**config.mk**
```make
export PLATFORM = sky130hd
export DESIGN_NAME = lock_sequencer_flat
export DESIGN_NICKNAME = d
export VERILOG_FILES = /design/src/rtl/lock_sequencer_if.sv /design/src/rtl/lock_sequencer.sv /design/src/flat_wrapper.sv
export SDC_FILE = /design/constraint.sdc
export NUM_CORES = 1
export LEC_CHECK = 0
export ABC_AREA = 1
export CAP_MARGIN = 20
export CORE_MARGIN = 4
export CORE_UTILIZATION = 30
export CTS_CLUSTER_DIAMETER = 30
export DETAILED_ROUTE_END_ITERATION = 6
export PLACE_DENSITY = 0.59
export SLEW_MARGIN = 20
export SYNTH_ARGS = -nofsm -noshare
export SYNTH_HDL_FRONTEND = slang
export SYNTH_SLANG_ARGS = --single-unit
export TNS_END_PERCENT = 100
```
**constraint.sdc**
```tcl
create_clock -name clk -period 4.1 [get_ports clk]
set_input_delay 0.82 -clock clk [delete_from_list [all_inputs] [get_ports clk]]
set_output_delay 0.82 -clock clk [all_outputs]
set_load 0.01 [all_outputs]
```
**src/rtl/lock_sequencer_if.sv**
```systemverilog
// Control/status bundle between a lock sequencer and its supervisor.
// master drives requests and detector status, slave drives sequencing outputs.
interface lock_sequencer_if #(
  parameter int RW = 2
);
  logic          start;
  logic          abort;
  logic          locked;
  logic          rise_edge;
  logic          clear;
  logic          busy;
  logic          lock_ok;
  logic          lock_fail;
  logic          lost;
  logic [RW-1:0] retry_cnt;

  modport master (
    output start, abort, locked, rise_edge,
    input  clear, busy, lock_ok, lock_fail, lost, retry_cnt
  );

  modport slave (
    input  start, abort, locked, rise_edge,
    output clear, busy, lock_ok, lock_fail, lost, retry_cnt
  );
endinterface

```
**src/rtl/lock_sequencer.sv**
```systemverilog
// Acquisition and supervision FSM for a rise-edge lock detector:
// clear, wait with timeout and bounded retry, then edge-cadence watchdog.
module lock_sequencer #(
  parameter int CLEAR_CYCLES   = 2,
  parameter int TIMEOUT_CYCLES = 1024,
  parameter int MAX_RETRY      = 3,
  parameter int HOLD_CYCLES    = 256
) (
  input logic             clk,
  input logic             rst_n,
  lock_sequencer_if.slave bus
);

  localparam int RW = (MAX_RETRY > 0) ? $clog2(MAX_RETRY + 1) : 1;
  localparam int CW = (CLEAR_CYCLES > 1) ? $clog2(CLEAR_CYCLES) : 1;
  localparam int TW = $clog2(TIMEOUT_CYCLES);
  localparam int GW = $clog2(HOLD_CYCLES);

  localparam logic [CW-1:0] CLR_END = CW'(CLEAR_CYCLES - 1);
  localparam logic [TW-1:0] TMO_END = TW'(TIMEOUT_CYCLES - 1);
  localparam logic [GW-1:0] GAP_END = GW'(HOLD_CYCLES - 1);
  localparam logic [RW-1:0] RTY_MAX = RW'(MAX_RETRY);

  typedef enum logic [2:0] {
    S_IDLE,
    S_CLEAR,
    S_WAIT,
    S_LOCKED,
    S_FAIL
  } state_e;

  state_e        state_q, state_d;
  logic [CW-1:0] ccnt_q, ccnt_d;
  logic [TW-1:0] tmr_q, tmr_d;
  logic [GW-1:0] gap_q, gap_d;
  logic [RW-1:0] retry_q, retry_d;
  logic          clear_q, clear_d;
  logic          busy_q, busy_d;
  logic          ok_q, ok_d;
  logic          fail_q, fail_d;
  logic          lost_q, lost_d;
  logic          loss;

  always_ff @(posedge clk or negedge rst_n) begin
    if (!rst_n) begin
      state_q <= S_IDLE;
      ccnt_q  <= '0;
      tmr_q   <= '0;
      gap_q   <= '0;
      retry_q <= '0;
      clear_q <= 1'b1;
      busy_q  <= 1'b0;
      ok_q    <= 1'b0;
      fail_q  <= 1'b0;
      lost_q  <= 1'b0;
    end else begin
      state_q <= state_d;
      ccnt_q  <= ccnt_d;
      tmr_q   <= tmr_d;
      gap_q   <= gap_d;
      retry_q <= retry_d;
      clear_q <= clear_d;
      busy_q  <= busy_d;
      ok_q    <= ok_d;
      fail_q  <= fail_d;
      lost_q  <= lost_d;
    end
  end

  // Counters read zero whenever their state is not being held,
  // so every entry starts from 0 without a separate clear.
  always_comb begin
    state_d = state_q;
    retry_d = retry_q;
    ccnt_d  = '0;
    tmr_d   = '0;
    gap_d   = '0;
    loss    = 1'b0;
    if (bus.abort) begin
      state_d = S_IDLE;
      retry_d = '0;
    end else begin
      unique case (state_q)
        S_IDLE, S_FAIL: begin
          if (bus.start) begin
            state_d = S_CLEAR;
            retry_d = '0;
          end
        end
        S_CLEAR: begin
          if (ccnt_q == CLR_END) state_d = S_WAIT;
          else ccnt_d = ccnt_q + 1'b1;
        end
        S_WAIT: begin
          if (bus.locked) begin
            state_d = S_LOCKED;
          end else if (tmr_q == TMO_END) begin
            if (retry_q == RTY_MAX) begin
              state_d = S_FAIL;
            end else begin
              state_d = S_CLEAR;
              retry_d = retry_q + 1'b1;
            end
          end else begin
            tmr_d = tmr_q + 1'b1;
          end
        end
        S_LOCKED: begin
          if (!bus.locked || (gap_q == GAP_END && !bus.rise_edge)) begin
            loss    = 1'b1;
            state_d = S_CLEAR;
            retry_d = '0;
          end else if (!bus.rise_edge) begin
            gap_d = gap_q + 1'b1;
          end
        end
        default: state_d = S_IDLE;
      endcase
    end
  end

  always_comb begin
    clear_d = 1'b0;
    busy_d  = 1'b0;
    ok_d    = 1'b0;
    fail_d  = 1'b0;
    lost_d  = loss;
    unique case (state_d)
      S_IDLE:   clear_d = 1'b1;
      S_CLEAR: begin
        clear_d = 1'b1;
        busy_d  = 1'b1;
      end
      S_WAIT:   busy_d = 1'b1;
      S_LOCKED: begin
        busy_d = 1'b1;
        ok_d   = 1'b1;
      end
      S_FAIL: begin
        clear_d = 1'b1;
        fail_d  = 1'b1;
      end
      default:  clear_d = 1'b1;
    endcase
  end

  assign bus.clear     = clear_q;
  assign bus.busy      = busy_q;
  assign bus.lock_ok   = ok_q;
  assign bus.lock_fail = fail_q;
  assign bus.lost      = lost_q;
  assign bus.retry_cnt = retry_q;

endmodule
```
**src/flat_wrapper.sv**
```systemverilog
// flat-port wrapper written by rule: the top's interface ports become plain ports
module lock_sequencer_flat 
#(
  parameter int CLEAR_CYCLES   = 2,
  parameter int TIMEOUT_CYCLES = 1024,
  parameter int MAX_RETRY      = 3,
  parameter int HOLD_CYCLES    = 256
)
  (clk, rst_n, bus_start, bus_abort, bus_locked, bus_rise_edge, bus_clear, bus_busy, bus_lock_ok, bus_lock_fail, bus_lost, bus_retry_cnt);
  lock_sequencer_if bus_i ();
  input logic clk;
  input logic rst_n;
  input wire logic [$bits(bus_i.start)-1:0] bus_start;
  input wire logic [$bits(bus_i.abort)-1:0] bus_abort;
  input wire logic [$bits(bus_i.locked)-1:0] bus_locked;
  input wire logic [$bits(bus_i.rise_edge)-1:0] bus_rise_edge;
  output wire logic [$bits(bus_i.clear)-1:0] bus_clear;
  output wire logic [$bits(bus_i.busy)-1:0] bus_busy;
  output wire logic [$bits(bus_i.lock_ok)-1:0] bus_lock_ok;
  output wire logic [$bits(bus_i.lock_fail)-1:0] bus_lock_fail;
  output wire logic [$bits(bus_i.lost)-1:0] bus_lost;
  output wire logic [$bits(bus_i.retry_cnt)-1:0] bus_retry_cnt;
  assign bus_i.start = bus_start;
  assign bus_i.abort = bus_abort;
  assign bus_i.locked = bus_locked;
  assign bus_i.rise_edge = bus_rise_edge;
  assign bus_clear = bus_i.clear;
  assign bus_busy = bus_i.busy;
  assign bus_lock_ok = bus_i.lock_ok;
  assign bus_lock_fail = bus_i.lock_fail;
  assign bus_lost = bus_i.lost;
  assign bus_retry_cnt = bus_i.retry_cnt;
  lock_sequencer #(.CLEAR_CYCLES(CLEAR_CYCLES), .TIMEOUT_CYCLES(TIMEOUT_CYCLES), .MAX_RETRY(MAX_RETRY), .HOLD_CYCLES(HOLD_CYCLES)) u_core (.clk(clk), .rst_n(rst_n), .bus(bus_i));
endmodule
```
### Word level (Yosys, flattened, before mapping)

Cells that the tools add are included.

* add/sub/neg operators: 4
* eq/ne operators: 16
* multiplexer cells: 33
* reduce and logical (&&, ||, !) cells: 10

Operators by type and width (count)
* $mux W10: 4
* $mux W8: 4
* $mux W3: 7
* $eq A3 B2 Y1 const B: 4
* $mux W2: 6
* $pmux W3 S4: 1
* $add A10 B1 Y10 const B: 1
* $eq A10 B10 Y1 const B: 1
* $mux W1: 10
* $ne A3 B3 Y1 const B: 3
* $add A8 B1 Y8 const B: 1
* $eq A8 B8 Y1 const B: 1
* $eq A3 B1 Y1 const B: 2
* $eq A3 B3 Y1 const B: 2
* $ne A3 B2 Y1 const B: 2
* $pmux W2 S3: 1
* $reduce_and A6 Y1: 1
* $reduce_bool A4 Y1: 1
* $reduce_or A2 Y1: 2
* $logic_not A3 Y1: 1
* $reduce_or A3 Y1: 1
* $add A2 B1 Y2 const B: 1
* $eq A2 B2 Y1 const B: 1
* $logic_not A1 Y1: 2
* other kinds (3): 3

* flip-flop bits (word level): 29
* output and inout port bits: 7
* word-level logic and storage cells: 73

### Longest topological paths before layout

* word-level depth: 9
* gate-level depth with buffers: 10
* gate-level depth less buffers: 10

### Worst setup path after synthesis

Ideal clock, no wire load.

* path kind: input to register
* start: input bus_rise_edge
* end: register u_core.retry_q[0] (netlist: u_core.bus.retry_cnt[0])
* library setup time: 0.117 ns
* arrival: 1.387 ns
* data required time: 3.983 ns
* slack: 2.596 ns
* stages: 8
* buffers on the path: 0
* path through: inv_1 nand3_2 nand3_1 nand2_1 inv_2 nand2_2 nand2_1 nand2_1

* cells in the longest elaborated chain, start to end: 5

RTL lines
* start: declaration: line flat_wrapper.sv:16 `input wire logic [$bits(bus_i.rise_edge)-1:0] bus_rise_edge;`
* $logic_not A1 Y1: line lock_sequencer.sv:109 `if (!bus.locked || (gap_q == GAP_END && !bus.rise_edge)) begin`
* $logic_and A1 B1 Y1: line lock_sequencer.sv:109
* $logic_or A1 B1 Y1: line lock_sequencer.sv:109
* $ne A3 B2 Y1 (no source line)
* $reduce_and A6 Y1 (no source line)
* end signal: assignment: line lock_sequencer.sv:61 `retry_q <= retry_d;`
* end: declaration: line lock_sequencer.sv:36 `logic [RW-1:0] retry_q, retry_d;`

No other way between the ends.
A chain may end at the register's enable or synchronous reset.

### Worst setup path in the final report

* start: register u_core.clear_q (netlist: u_core.bus.clear)
* end: output bus_clear

RTL lines
* start: declaration: line lock_sequencer.sv:37 `logic clear_q, clear_d;`
* start signal: assignment: line lock_sequencer.sv:62 `clear_q <= clear_d;`
* end: declaration: line flat_wrapper.sv:17 `output wire logic [$bits(bus_i.clear)-1:0] bus_clear;`

No word-level cell between the ends.

==> key figures <==
Status
  • Run status: finished clean

Critical path
  • Crit-path max FO: 1
  • RR Startpoint: u_core.tmr_q[0]
  • R2R Path End: u_core.bus.busy
  • Critical path endpoint category: output port
  • CP required: 3280 ps
  • Worst reg2reg setup slack: approximately 2600 ps
  • CP delay by family, top: buffers and inverters
  • CP startpoint kind: flop
  • Crit path buf inv count: 1
  • Worst Reg-to-Reg Cells: 10
  • CP peak stage delay: ~520 ps
  • Slowest cell on crit path: clkdlybuf4s50_1
  • Worst path arrival time: around 1300 ps
  • Critical path type: flop to output port
  • Cell Chain, Critical Path: clkdlybuf4s50_1

Routing
  • Pre-Repair DR Iteration Count: 4
  • Final ANT Viol Nets: 0
  • Drc violations: 0
  • Vias: between 1000 and 1500
  • Drt wl/cell: between 10 and 15 um
  • Vias per cell: roughly 4.3
  • WL final: 2669 um
  • DRT iter0 DRCs: 45

Clock network
  • H-Tree Depth: 2
  • Worst-path clk slew: roughly 70 ps
  • CTS sink count: 29
  • Post-CTS sizing: 0
  • Root Driver: clkbuf_8
  • CTS Buf Count: 5
  • Clk buf depth: 2
  • Clk Latency, worst-skew pair: around 280 ps
  • Postcts setup bufs: 0
  • CTS Hold Bufs: 0
  • CTS tree: done

Synth
  • Yosys cell types: 27
  • Area contributors post-synth: dfrtp_1 (46%), nor2_1 (7.7%), nand2_1 (6.4%)
  • Post-Syn Instances: approximately 170
  • Post-synthesis cell area: around 1500 um2
  • Post-Syn Nets: 178
  • Syn. warnings: 0
  • Sequential-to-total area share from yosys stat: about 48%
  • Largest area contributor in the netlist: dfrtp_1
  • Syn Area/Cell: between 8 and 9 um2
  • Yosys reg bits: 29
  • Synth top area share: between 40% and 50%

Timing
  • Final hold violations: 0
  • Fmax: 468.5 MHz
  • Setup_tns: 0 ps
  • RSZ-0062 raised after global routing: no
  • Max-slew violation count: 0
  • Worst slew pin tran: between 300 and 400 ps
  • Worst slew margin: between 70% and 80%
  • Final setup violation count: 0
  • Final min period: around 2100 ps
  • Setup Skew: 5.996 ps
  • Ratio of final minimum period to clock period: approximately 52%

Finish
  • Commonest non-fill, non-tap cell in the layout: nor2_1
  • Share of cells above drive strength 1: roughly a fifth
  • Syn-to-layout area delta: 19.36%
  • # fillers: between 500 and 600
  • Most frequent cells in the layout: nor2_1 (31), dfrtp_1 (28), nand2_1 (26)
  • Non-filler cells, final: around 260
  • Register area: ~730 um2
  • Nets: between 150 and 200
  • Final instance area: between 1500 and 2000 um2
  • ANT cells: 0
  • Multi-input gate area: between 700 and 800 um2

Pwr
  • Leakage power: 0.7982 nW
  • Cell area power density: between 300 and 400 nW/um2
  • Peak VDD IR: between 0.15 and 0.2 mV

Placement
  • Placer Congestion: 0.8919
  • Number of port buffers: 12
  • HPWL after DPL: 2010 um
  • Placed Cells: about 250
  • Area after DPL: about 1700 um2

Worst hold path
  • Min-delay src: u_core.gap_q[0]
  • Min-Delay Path Depth: 1
  • Hold Path Sink: u_core.gap_q[0]
  • Type of the worst min-delay path: flop to flop

Die
  • Die Y: approximately 79 um
  • Initial Util: between 30% and 40%
  • Row count: 25
  • Ports: 13
  • Area of the die: about 6300 um2
  • Die width: slightly below 80 um
  • Core box area: a little under 5000 um2

Global route
  • Largest net degree at the start of global routing: 30
  • First-pass GRT wire length: just under 5000 um
  • Vias in the first global route: between 1000 and 1500
  • Total grt overflow: 0
  • Tot GR Track Use: between 10% and 20%
  • Antenna violations before repair: 0

Flow run
  • Max_cap viols: 0
[kinds of logic after synthesis]
logic type / count (synthesis) / synth area share, %
fa+ha+maj: 3 / 2.471
xor+xnor: 11 / 6.343
flops: 29 / 47.86
simple gates: 98 / 35.50
compound gates: 7 / 2.636
buf+inv: 21 / 5.189
[worst max path at each step]
stage | start | to | cells past startpoint
finish | u_core.bus.clear | bus_clear | 1
global route | u_core.bus.clear | bus_clear | 1
CTS | u_core.bus.clear | bus_clear | 1
detailed placement | bus_abort | u_core.bus.retry_cnt[0] | 8
global placement | bus_abort | u_core.bus.retry_cnt[0] | 8
floorplan | bus_rise_edge | u_core.bus.retry_cnt[0] | 8
[cells in the mapped netlist]
library cell and count:
a21boi_0 1, a21oi_1 4, dfrtp_1 28, dfstp_2 1, ha_1 3, inv_1 15, inv_2 6, nand2_1 26
nand2_2 8, nand2_4 1, nand3_1 12, nand3_2 5, nand4_1 3, nand4_4 1, nor2_1 31, nor2_2 1
nor2_4 3, nor3_1 1, nor3_2 1, nor3_4 2, nor3b_1 1, nor3b_2 1, o211ai_1 1, o21ai_0 1
or2_2 1, xnor2_1 2, xor2_1 9
[per-stage QoR]
stage          power, mW  util (%)  hold slack, ps  worst slack [ps]
3_5_place_dp      0.3365     35.92           454.5              1889
3_3_place_gp      0.3363     35.92           449.9              1936
2_1_floorplan     0.3157         -           432.0              2596
5_1_grt           0.5869     37.64           518.2              1926
4_1_cts           0.5702     37.64           472.6              1943
6_report          0.5566     37.64           475.0              1966
[final cells by class]
class,count,area share [%]
Sequential cell,29,40.10
Multi-Input combinational cell,119,39.34
Timing Repair Buffer,13,7.039
Tap cell,67,4.624
Inverter,21,4.348
Clock buffer,6,4.003
Clock inverter,2,0.5521
[sequential cells by signal, summed over array words and instances (netlist names)]
signal,flops
u_core.bus.busy,1
u_core.bus.clear,1
u_core.bus.lock_fail,1
u_core.bus.lock_ok,1
u_core.bus.lost,1
u_core.bus.retry_cnt,2
u_core.ccnt_q,1
u_core.gap_q,8
u_core.state_q,3
u_core.tmr_q,10
[power by group]
group	internal (mW)	switching, mW
Clock	0.117	0.109
Sequential	0.290	0.00273
Combinational	0.0144	0.0230
[per-layer routing]
layer / wire length [um] / GRT usage (%)
met5: 0 / 0
met4: 69 / 5.670
met3: 131 / 3.061
met2: 1160 / 14.65
met1: 1308 / 13.27
Note: power is estimated with default switching activity, not from simulation.
